## src/rtl/square16.sv

```systemverilog
// square16: iterative shift-add squarer.
// Produces y = x*x after a fixed WIDTH-cycle iteration. The result is held
// behind rdy until the next start or reset.
module square16 #(
  parameter int unsigned WIDTH = 16
) (
  input  logic                 clk,
  input  logic                 reset,
  input  logic                 start,
  input  logic [WIDTH-1:0]     x,
  output logic                 busy,
  output logic                 rdy,
  output logic [2*WIDTH-1:0]   y
);

  localparam int unsigned RW = 2 * WIDTH;
  localparam int unsigned CW = $clog2(WIDTH) + 1;

  typedef enum logic [1:0] {
    IDLE = 2'd0,
    RUN  = 2'd1,
    DONE = 2'd2
  } state_t;

  state_t          state, state_next;
  logic [RW-1:0]   mcand, mcand_next;
  logic [WIDTH-1:0] mplier, mplier_next;
  logic [RW-1:0]   acc, acc_next;
  logic [CW-1:0]   cnt, cnt_next;
  logic            busy_next, rdy_next;
  logic [RW-1:0]   y_next;
  logic [RW-1:0]   addend;
  logic [RW-1:0]   sum;

  // State and datapath registers with synchronous active-low reset
  always_ff @(posedge clk) begin
    if (!reset) begin
      state  <= IDLE;
      mcand  <= '0;
      mplier <= '0;
      acc    <= '0;
      cnt    <= '0;
      busy   <= 1'b0;
      rdy    <= 1'b0;
      y      <= '0;
    end else begin
      state  <= state_next;
      mcand  <= mcand_next;
      mplier <= mplier_next;
      acc    <= acc_next;
      cnt    <= cnt_next;
      busy   <= busy_next;
      rdy    <= rdy_next;
      y      <= y_next;
    end
  end

  // Next-state and datapath update; one partial product is added per RUN cycle
  always_comb begin
    state_next  = state;
    mcand_next  = mcand;
    mplier_next = mplier;
    acc_next    = acc;
    cnt_next    = cnt;
    busy_next   = busy;
    rdy_next    = rdy;
    y_next      = y;
    addend      = mplier[0] ? mcand : '0;
    sum         = acc + addend;

    unique case (state)
      IDLE, DONE: begin
        if (start) begin
          state_next  = RUN;
          mcand_next  = RW'(x);
          mplier_next = x;
          acc_next    = '0;
          cnt_next    = '0;
          busy_next   = 1'b1;
          rdy_next    = 1'b0;
        end
      end
      RUN: begin
        // start is deliberately ignored here; the latched operand wins
        acc_next    = sum;
        mcand_next  = mcand << 1;
        mplier_next = mplier >> 1;
        cnt_next    = cnt + CW'(1);
        if (cnt == CW'(WIDTH - 1)) begin
          state_next = DONE;
          y_next     = sum;
          rdy_next   = 1'b1;
          busy_next  = 1'b0;
        end
      end
      default: begin
        state_next = IDLE;
        busy_next  = 1'b0;
        rdy_next   = 1'b0;
      end
    endcase
  end

endmodule

```

## config.mk

```make
export PLATFORM = sky130hd
export DESIGN_NAME = square16
export DESIGN_NICKNAME = d
export VERILOG_FILES = /design/src/rtl/square16.sv
export SDC_FILE = /design/constraint.sdc
export NUM_CORES = 1
export LEC_CHECK = 0
export ABC_AREA = 1
export CAP_MARGIN = 20
export CORE_MARGIN = 1.5
export CORE_UTILIZATION = 40
export DETAILED_ROUTE_END_ITERATION = 16
export PLACE_DENSITY = 0.6
export SETUP_SLACK_MARGIN = 0.2
export SLEW_MARGIN = 20
export SYNTH_ARGS = -nofsm -noshare
export SYNTH_HDL_FRONTEND = slang
export SYNTH_SLANG_ARGS = --single-unit
```

## constraint.sdc

```tcl
create_clock -name clk -period 6.5 [get_ports clk]
set_input_delay 0.65 -clock clk [delete_from_list [all_inputs] [get_ports clk]]
set_output_delay 0.65 -clock clk [all_outputs]
set_load 0.1 [all_outputs]
```

==> results.py, run 1 <==
metrics = {
    "run_status": {
        "status": "complete, no violations",
    },
    "power_and_ir_drop": {
        "power.share.combinational_pct": 5.5,
        "p_switching_uw": 453,
        "vdd_ir_drop_max_v": 0.000192,
        "p_leak_uw": 0.00422,
        "p_seq_share_pct": 41.8,
        "p_per_area_mw_per_mm2": 220,
        "p_clk_share_pct": 52.7,
        "p_int_uw": 1380,
        "switching_share_pct": 24.7,
    },
    "timing": {
        "finalHoldViolations": 0,
        "slew_viol_final": 0,
        "period_share_pct": 51.5,
        "max_slew_margin_pct": 34.5,
        "final-setup-viol-count": 0,
        "fin_ws_ns": 3.15,
        "rsz0062_at_grt": "false",
        "fin_skew_ns": 0.00704,
        "max_freq_mhz": 299,
        "tightest_slew_ns": 0.980,
        "setup_tns_ns": 0,
        "fin_crit_ns": 3.35,
    },
    "routing": {
        "vias": 6521,
        "route.detailed.wl_per_inst_um": 12.7,
        "drt_iter0_markers": 415,
        "routed_via_density": 4.67,
        "routed_wl_um": 17800,
        "drc": 0,
        "antenna_left": 0,
        "drt_first_pass_iters": 6,
    },
    "synth": {
        "synth-edff-count": 0,
        "ys_ff_latch": 120,
        "seq_area_frac_synth_pct": 34.0,
        "syn_area_mm2": 0.00706,
        "async_reset_ff_share_pct": 0,
        "yosys-top-cells-area": "dfxtp_1 (34%), nand2_1 (25%), inv_1 (9.4%)",
        "netlist-cell-type-count": 32,
        "yosys_warnings": 0,
        "syn_inst": 1123,
        "synth_top_area_cell": "dfxtp_1",
        "avgSynthCellArea_um2": 6.28,
        "synth-main-ff-cell": "dfxtp_1",
        "yosysTopAreaCellShare_pct": 34.0,
        "syn_nets": 1176,
    },
    "setup_path": {
        "crit_fanout": 83,
        "path_cells": "inv_1, nor2_4, buf_4, nand2_1, clkinv_1, buf_4, o21ai_0, o21bai_1, inv_1",
        "critPathSlowestCell": "nand2_1",
        "cp_top_family": "buffers and inverters",
        "worstPathArrival_ns": 3.71,
        "start_kind": "register",
        "cp_slowest_stage_delay_ns": 0.79,
        "cp.required_ns": 6.86,
        "crit_type": "register to register",
        "critPathCaptureType": "register",
        "cp.buffers_inverters": 5,
    },
    "global_route": {
        "grtUsageMet2_pct": 31.5,
        "grt-ovfl-total": 0,
        "antenna_found_initial": 0,
        "gr-usage-met1_pct": 30.7,
        "busiest_layer": "met2",
        "grt_pass1_vias": 6193,
        "grt_pass1_wl_um": 30500,
        "grt_max_degree": 84,
        "grtUsageMet3_pct": 3.84,
        "track_usage_pct": 21.0,
    },
    "placed_design": {
        "place.detailed.hpwl_um": 12800,
        "place_area_mm2": 0.00773,
        "pre_cts_ws_ns": 3.15,
        "globalplace.congestion": 0.914,
        "dpl.cell_count": 1365,
        "port_buffers": 52,
    },
    "floorplanning": {
        "start_util_pct": 40.8,
        "io_pins": 53,
        "die-height_um": 136,
        "fp.dieW_um": 136,
        "core_mm2": 0.0173,
        "row_count": 48,
        "die_area_mm2": 0.0185,
    },
    "job": {
        "cap_viol_max_count": 0,
    },
    "clock_network": {
        "cts_tree": "built",
        "cts_hold_buf": 0,
        "cts_setup_buffers": 0,
        "cts_root_buf": "clkbuf_16",
        "postCtsResizedCells": 0,
        "h-tree-depth": 4,
        "cts_buffer_depth": 2,
        "clock_sinks": 120,
        "clkTransAtPathRegs_ns": 0.06,
        "cts_buffers": 17,
        "clock_latency_ns": 0.42,
    },
    "cells_and_area": {
        "final_common_cell": "nand2_1",
        "stdcell_count": 1397,
        "fin_area_mm2": 0.00833,
        "filler_cell_count": 1807,
        "layout-drive-gt1-share_pct": 5.46,
        "multi_input_area_mm2": 0.00381,
        "register_area_mm2": 0.00240,
        "area_growth_pct": 18.1,
        "diodes": 0,
        "final_cell_mix": "nand2_1 (471), inv_1 (176), dfxtp_1 (119), a21oi_1 (82), clkdlybuf4s50_1 (52)",
        "final_nets": 1212,
    },
    "hold_path": {
        "hp-class": "register to register",
    },
}
==> flip-flops by register name, indices dropped and copies added, names as in the netlist <==
| register | flops |
|---|---|
| busy | 1 |
| mcand | 32 |
| y | 32 |
| state | 2 |
| cnt | 5 |
| acc | 32 |
| mplier | 16 |
==> synthesized netlist by cell type (3+ instances only) <==
| library cell | instances |
|---|---|
| nand3_2 | 5 |
| nand3b_1 | 4 |
| a21oi_1 | 82 |
| nand2_2 | 7 |
| nand2_1 | 471 |
| o21ai_0 | 16 |
| clkbuf_1 | 21 |
| nand3_1 | 35 |
| buf_1 | 3 |
| inv_1 | 176 |
| nor2_1 | 41 |
| buf_2 | 15 |
| o21bai_1 | 11 |
| a21o_1 | 4 |
| inv_2 | 3 |
| dfxtp_1 | 120 |
| o21a_1 | 11 |
| a31oi_1 | 30 |
| nor2_2 | 5 |
| ha_1 | 33 |
| xor2_1 | 14 |
==> routing by layer <==
| layer | up-vias | share of wire [%] |
|---|---|---|
| li1 | 3536 | - |
| met1 | 2859 | 54 |
| met2 | 111 | 42 |
| met3 | 15 | 3.7 |
| met4 | 0 | 0.96 |
| met5 | - | 0 |
==> path summary, 6_finish.rpt <==
kind,from,to,cells past startpoint,slack (ns)
max,state[0],y[14],9,3.15
min,y[13],y[13],2,0.47
max reg2reg,state[0],y[14],9,3.15
min reg2reg,y[13],y[13],2,0.47
==> tightest hold or removal path: stages, from the launching register on <==
cell and delay (ns):
dfxtp_1 0.31, nand2_1 0.06, a21oi_1 0.06
==> power by group through the flow <==
stage	clock network, µW	registers, µW	logic [µW]
6_report	968	768	102
5_1_grt	1020	771	114
4_1_cts	985	768	103
3_5_place_dp	0	784	103
3_3_place_gp	0	783	102
2_1_floorplan	0	780	71.8
==> per-stage QoR <==
stage,util (%),total power (µW),hold WS (ns)
5_1_grt,48.2,1900,0.482
3_5_place_dp,44.7,887,0.456
4_1_cts,48.2,1860,0.466
2_1_floorplan,-,852,0.437
6_report,48.2,1840,0.466
3_3_place_gp,44.7,886,0.450
==> area by class of cell <==
cell class	instances	area share, %
timing repair buffer	57	6.70
inverter	180	8.11
clock inverter	11	1.64
sequential	120	28.8
multi-input combinational	783	45.7
tap	225	3.38
clock buffer	21	5.64
==> cell families (layout without fill, tap and decap cells) <==
kind of cell,after synthesis,in the layout,share of synthesized area [%]
buffers and inverters,220,269,12.1
adders and majority gates,34,34,6.13
xor gates and xnor gates,16,16,2.20
and+or+nand+nor,576,576,32.8
AOI/OAI and AO/OA,157,157,12.7
DFF,120,120,34.0
Note: power is estimated with default switching activity, not from simulation.
==> run 2: changes to the inputs <==
PLACE_DENSITY = 0.62   (was 0.6)
clock period = 3 ns   (was 6.5 ns; I/O delays follow)
==> run 2 against run 1 <==
Against the previous run: core utilization about the same; total power up 120%; flip-flop and latch count unchanged; maximum frequency up 38%; clock skew up 0.0015 ns; global-route usage down 0.53 points; register-to-register slack worse by 2.6 ns; first-iteration DRC count down 17%; die area unchanged; sequential share of layout area about the same; critical path type unchanged; critical endpoint is now y[23]; largest cell class unchanged.
==> results.py, run 2 (synthesis results as in run 1) <==
metrics = {
    "run_status": {
        "status": "complete, no violations",
    },
    "timing": {
        "finalHoldViolations": 0,
        "period_share_pct": 80.7,
        "fin_crit_ns": 2.42,
        "max_freq_mhz": 413,
        "final-setup-viol-count": 0,
        "tightest_slew_ns": 0.858,
        "setup_tns_ns": 0,
        "max_slew_margin_pct": 42.8,
        "fin_skew_ns": 0.00851,
        "slew_viol_final": 0,
        "rsz0062_at_grt": "false",
    },
    "clock_network": {
        "clkTransAtPathRegs_ns": 0.06,
        "postCtsResizedCells": 0,
        "cts_hold_buf": 0,
        "cts_buffer_depth": 2,
        "cts_tree": "built",
        "cts_setup_buffers": 0,
        "clock_latency_ns": 0.43,
        "cts_root_buf": "clkbuf_16",
        "clock_sinks": 120,
        "h-tree-depth": 4,
        "cts_buffers": 17,
    },
    "cells_and_area": {
        "layout-drive-gt1-share_pct": 8.82,
        "filler_cell_count": 1834,
        "final_nets": 1219,
        "top_regs": "acc (32), mcand (32), y (32)",
        "final_common_cell": "nand2_1",
        "area_growth_pct": 18.0,
        "diodes": 0,
        "final_cell_mix": "nand2_1 (471), inv_1 (176), dfxtp_1 (120), a21oi_1 (82), buf_4 (45)",
        "stdcell_count": 1404,
        "fin_util_pct": 48.1,
    },
    "power_and_ir_drop": {
        "p_per_area_mw_per_mm2": 485,
        "vdd_ir_drop_max_v": 0.000418,
        "power_uw": 4040,
        "p_leak_uw": 0.00433,
    },
    "routing": {
        "routed_wl_um": 17700,
        "drt_first_pass_iters": 5,
        "drt_iter0_markers": 343,
        "drc": 0,
        "vias": 6616,
        "route.detailed.wl_per_inst_um": 12.6,
        "antenna_left": 0,
        "routed_via_density": 4.71,
    },
    "setup_path": {
        "crit_type": "register to register",
        "cp.buffers_inverters": 4,
        "cp.required_ns": 3.33,
        "start_kind": "register",
        "critPathCaptureType": "register",
        "crit_fanout": 31,
        "r2r-end": "y[23]",
        "worstPathArrival_ns": 2.75,
        "path_cells": "buf_4, nand2_1, inv_1, ha_1, nand2_1, inv_1, nand2_1, nand2_1, a21oi_1, nand2_2, nand2_1, nand3_2, nand2_1, nand2_1, nand2_1, inv_1",
        "cp_top_family": "simple AND/OR/NAND/NOR gates",
        "critPathSlowestCell": "dfxtp_1",
        "cp_slowest_stage_delay_ns": 0.35,
        "r2r_slack_ns": 0.58,
        "r2r_cells": 16,
        "r2r-start": "mplier[0]",
        "crit_path_frequent_cell": "nand2_1",
    },
    "hold_path": {
        "hp-class": "register to register",
        "min_to": "y[2]",
        "hold_depth": 2,
        "hold_start": "y[2]",
    },
    "global_route": {
        "grt-ovfl-total": 0,
        "grtUsageMet2_pct": 31.3,
        "grt_max_degree": 82,
        "grt_pass1_wl_um": 29500,
        "track_usage_pct": 20.5,
        "grtUsageMet3_pct": 4.18,
        "antenna_found_initial": 0,
        "grt_pass1_vias": 6092,
        "busiest_layer": "met2",
        "gr-usage-met1_pct": 28.7,
    },
    "floorplanning": {
        "die_area_mm2": 0.0185,
        "die-height_um": 136,
        "core_mm2": 0.0173,
        "row_count": 48,
        "start_util_pct": 40.8,
        "fp.dieW_um": 136,
        "io_pins": 53,
    },
    "placed_design": {
        "place.detailed.hpwl_um": 12900,
        "port_buffers": 52,
        "dpl.cell_count": 1372,
        "globalplace.congestion": 0.891,
    },
    "job": {
        "cap_viol_max_count": 0,
    },
}
[run 2: cell count changes in the layout (fill, tap and decap cells not counted), sizes merged]
cell           previous run  this run
bufinv                    2         3
clkbuf                   21        20
clkdlybuf4s50            52        18
buf                       5        46
inv                     182       181
clkinvlp                  2         3
[run 2: final cells by class]
cell class | count | area, µm² | area share (%)
multi-input combinational | 783 | 3810 | 45.7
sequential | 120 | 2400 | 28.8
inverter | 180 | 676 | 8.11
timing repair buffer | 64 | 538 | 6.46
clock buffer | 20 | 457 | 5.48
tap | 225 | 282 | 3.38
clock inverter | 12 | 165 | 1.98
[run 2: worst max-delay path by stage]
stage                         start       to  cells past startpoint  slack (ns)
after floorplan           mplier[0]  acc[24]                     17        0.76
after global placement    mplier[0]    y[28]                     14        0.63
after detailed placement  mplier[0]    y[28]                     14        0.60
after CTS                 mplier[0]    y[28]                     14        0.58
after global routing      mplier[0]    y[28]                     16        0.32
final                     mplier[0]    y[23]                     16        0.58
[run 2: routing by layer]
layer	vias up	wire, µm
met5	-	0
met4	0	278
met3	21	730
met2	110	7470
met1	2931	9270
li1	3554	-
[run 2: worst register-to-register path: cells and delay by family (launching register included)]
family,cells,cell delay (ns)
adder cells (fa/ha/maj),1,0.29
AND/OR/NAND/NOR,10,1.00
buffers and inverters,4,0.53
flip-flops,1,0.35
AO/OA/AOI/OAI,1,0.16
[run 2: power by group]
| part | leakage, µW | total (µW) | internal (µW) | switching, µW |
|---|---|---|---|---|
| Clock | 0.000293 | 2140 | 1360 | 783 |
| Sequential | 0.000972 | 1660 | 1630 | 26.9 |
| Combinational | 0.00307 | 241 | 76.6 | 164 |
[run 2: stage by stage]
stage,hold WS [ns],worst slack [ns],area [µm²]
2_1_floorplan,0.437,0.761,7060
4_1_cts,0.459,0.582,8330
3_5_place_dp,0.453,0.600,7710
6_report,0.464,0.579,8330
3_3_place_gp,0.449,0.635,7710
5_1_grt,0.484,0.320,8330
==> run 3: changes to the inputs <==
clock period = 1.97 ns   (was 3 ns; I/O delays follow)
==> run 3 against run 2 <==
Against the previous run: the flow now finishes with violations (negative setup slack); global-route usage up 2.7 points; cell count up 5.5%; clock-buffer cell count down 1; sequential share of layout area decreased by 5.4 points; clock power up 52%; sequential power is 52% higher; highest routed layer unchanged.
==> results.py, run 3 (synthesis results as in run 1) <==
metrics = {
    "routing": {
        "drc": 0,
        "vias": 7160,
        "antenna_left": 0,
        "drt_iter0_markers": 396,
        "drt_first_pass_iters": 5,
        "route.detailed.wl_per_inst_um": 14.2,
        "routed_via_density": 4.83,
        "routed_wl_um": 21100,
    },
    "placed_design": {
        "place.detailed.hpwl_um": 14700,
        "globalplace.congestion": 0.893,
        "dpl.cell_count": 1432,
        "port_buffers": 52,
        "pre_cts_ws_ns": -0.191,
    },
    "setup_path": {
        "critPathCaptureType": "register",
        "cp.buffers_inverters": 4,
        "crit_type": "register to register",
        "cp.depth": 13,
        "cp-endpoint": "y[12]",
        "cp.required_ns": 2.29,
        "r2r-start": "mplier[0]",
        "path_cells": "clkbuf_16, nand2_4, inv_2, ha_4, fa_2, nand3_2, nand3_4, nand3_2, nand3b_4, xor2_4, buf_4, o21bai_1, inv_1",
        "cp_top_family": "adder cells",
        "cp_slowest_stage_delay_ns": 0.38,
        "r2r-end": "y[12]",
        "crit_path_frequent_cell": "nand3_2",
        "start_kind": "register",
        "r2r_slack_ns": -0.19,
        "critPathSlowestCell": "fa_2",
        "worstPathArrival_ns": 2.48,
        "crit_fanout": 8,
        "r2r_cells": 13,
        "cp-startpoint": "mplier[0]",
    },
    "cells_and_area": {
        "multi_input_area_mm2": 0.00506,
        "stdcell_count": 1481,
        "final_cell_mix": "nand2_1 (366), inv_1 (136), dfxtp_1 (118), buf_4 (110), nand2_2 (87)",
        "filler_cell_count": 1605,
        "final_common_cell": "nand2_1",
        "fin_util_pct": 59.3,
        "diodes": 0,
        "register_area_mm2": 0.00241,
        "layout-drive-gt1-share_pct": 35.0,
        "final_nets": 1296,
        "top_regs": "acc (32), mcand (32), y (32)",
        "area_growth_pct": 45.3,
    },
    "global_route": {
        "grt-ovfl-total": 0,
        "track_usage_pct": 23.2,
        "antenna_found_initial": 0,
        "grt_pass1_wl_um": 33100,
        "grt_max_degree": 67,
        "grt_pass1_vias": 6519,
    },
    "clock_network": {
        "cts_hold_buf": 0,
        "clock_latency_ns": 0.43,
        "cts_buffers": 17,
        "h-tree-depth": 4,
        "clkTransAtPathRegs_ns": 0.06,
        "cts_tree": "built",
        "clock_sinks": 120,
        "cts_root_buf": "clkbuf_16",
        "cts_buffer_depth": 2,
    },
    "timing": {
        "period_share_pct": 109,
        "slew_viol_final": 0,
        "final-setup-viol-count": 48,
        "rsz0062_at_grt": "true",
        "finalHoldViolations": 0,
        "max_freq_mhz": 464,
        "setup_tns_ns": -4.28,
        "fin_crit_ns": 2.16,
        "fin_ws_ns": -0.187,
        "tightest_slew_ns": 0.432,
        "max_slew_margin_pct": 71.2,
        "fin_skew_ns": 0.0126,
    },
    "power_and_ir_drop": {
        "switching_share_pct": 25.3,
        "vdd_ir_drop_max_v": 0.000580,
        "p_per_area_mw_per_mm2": 610,
        "power.share.combinational_pct": 7.7,
        "p_int_uw": 4670,
        "p_leak_uw": 0.00506,
        "p_seq_share_pct": 40.3,
        "p_switching_uw": 1580,
        "power_uw": 6250,
        "p_clk_share_pct": 52.0,
    },
    "floorplanning": {
        "core_mm2": 0.0173,
        "die_area_mm2": 0.0185,
        "row_count": 48,
        "fp.dieW_um": 136,
        "io_pins": 53,
        "die-height_um": 136,
        "start_util_pct": 40.8,
    },
    "run_status": {
        "status": "finished with violations",
        "failed_checks": "negative setup slack",
    },
    "job": {
        "cap_viol_max_count": 0,
    },
    "hold_path": {
        "hp-class": "input port to register",
    },
}
==> run 3: cell count changes in the layout (fill, tap and decap cells not counted), sizes merged <==
cell    delta
buf       +75
clkbuf     +1
inv        +1
==> run 3: per-stage QoR <==
step	hold WS, ns	cell area (µm²)
after floorplan	0.366	7480
after global routing	0.400	10300
after CTS	0.354	9650
after global placement	0.449	8610
after detailed placement	0.454	8610
final	0.366	10300
==> run 3: layer usage <==
layer / track usage (%) / vias to the layer above / wire (µm)
li1: - / 3703 / -
met1: 33.4 / 3299 / 10500
met2: 35.7 / 135 / 9510
met3: 4.03 / 23 / 842
met4: 6.09 / 0 / 249
met5: 0 / - / 0
==> run 3: cell type report <==
type / instances / share of cell area, %
repair buffers: 141 / 11.9
clock buffers: 19 / 4.22
inverters: 180 / 6.61
well taps: 225 / 2.74
multi-input cells: 783 / 49.4
flip-flops and latches: 120 / 23.5
clock inverters: 13 / 1.66
==> run 3: worst reg2reg max path: stages, from the launching register on <==
cell and delay [ns]:
dfxtp_4 0.36, clkbuf_16 0.16, nand2_4 0.05, inv_2 0.04
ha_4 0.16, fa_2 0.38, nand3_2 0.10, nand3_4 0.09
nand3_2 0.09, nand3b_4 0.14, xor2_4 0.19, buf_4 0.14
o21bai_1 0.11, inv_1 0.05
==> run 3: timing repair <==
item | CTS | global route
resized for setup | 116 | 148
buffers inserted | 5 | 10
endpoints found under the setup margin | 57 | 60
pin swaps | 19 | 63
cloned | 0 | 2
==> run 3: worst min-delay path by stage <==
| stage | startpoint | end | slack, ns | depth (start not counted) |
|---|---|---|---|---|
| 4_1_cts | x[15] | mplier[15] | 0.35 | 3 |
| 3_5_place_dp | mcand[31] | mcand[31] | 0.45 | 2 |
| 5_1_grt | x[15] | mplier[15] | 0.40 | 3 |
| 3_3_place_gp | mplier[15] | mplier[15] | 0.45 | 2 |
| 6_report | x[15] | mplier[15] | 0.37 | 3 |
| 2_1_floorplan | x[15] | mplier[15] | 0.37 | 2 |
==> run 3: power by group through the flow <==
| stage | registers (µW) | clock network [µW] | logic [µW] |
|---|---|---|---|
| floorplan | 2580 | 0 | 253 |
| global placement | 2570 | 0 | 435 |
| detailed placement | 2570 | 0 | 436 |
| CTS | 2520 | 3280 | 449 |
| global route | 2530 | 3400 | 519 |
| finish | 2520 | 3250 | 479 |
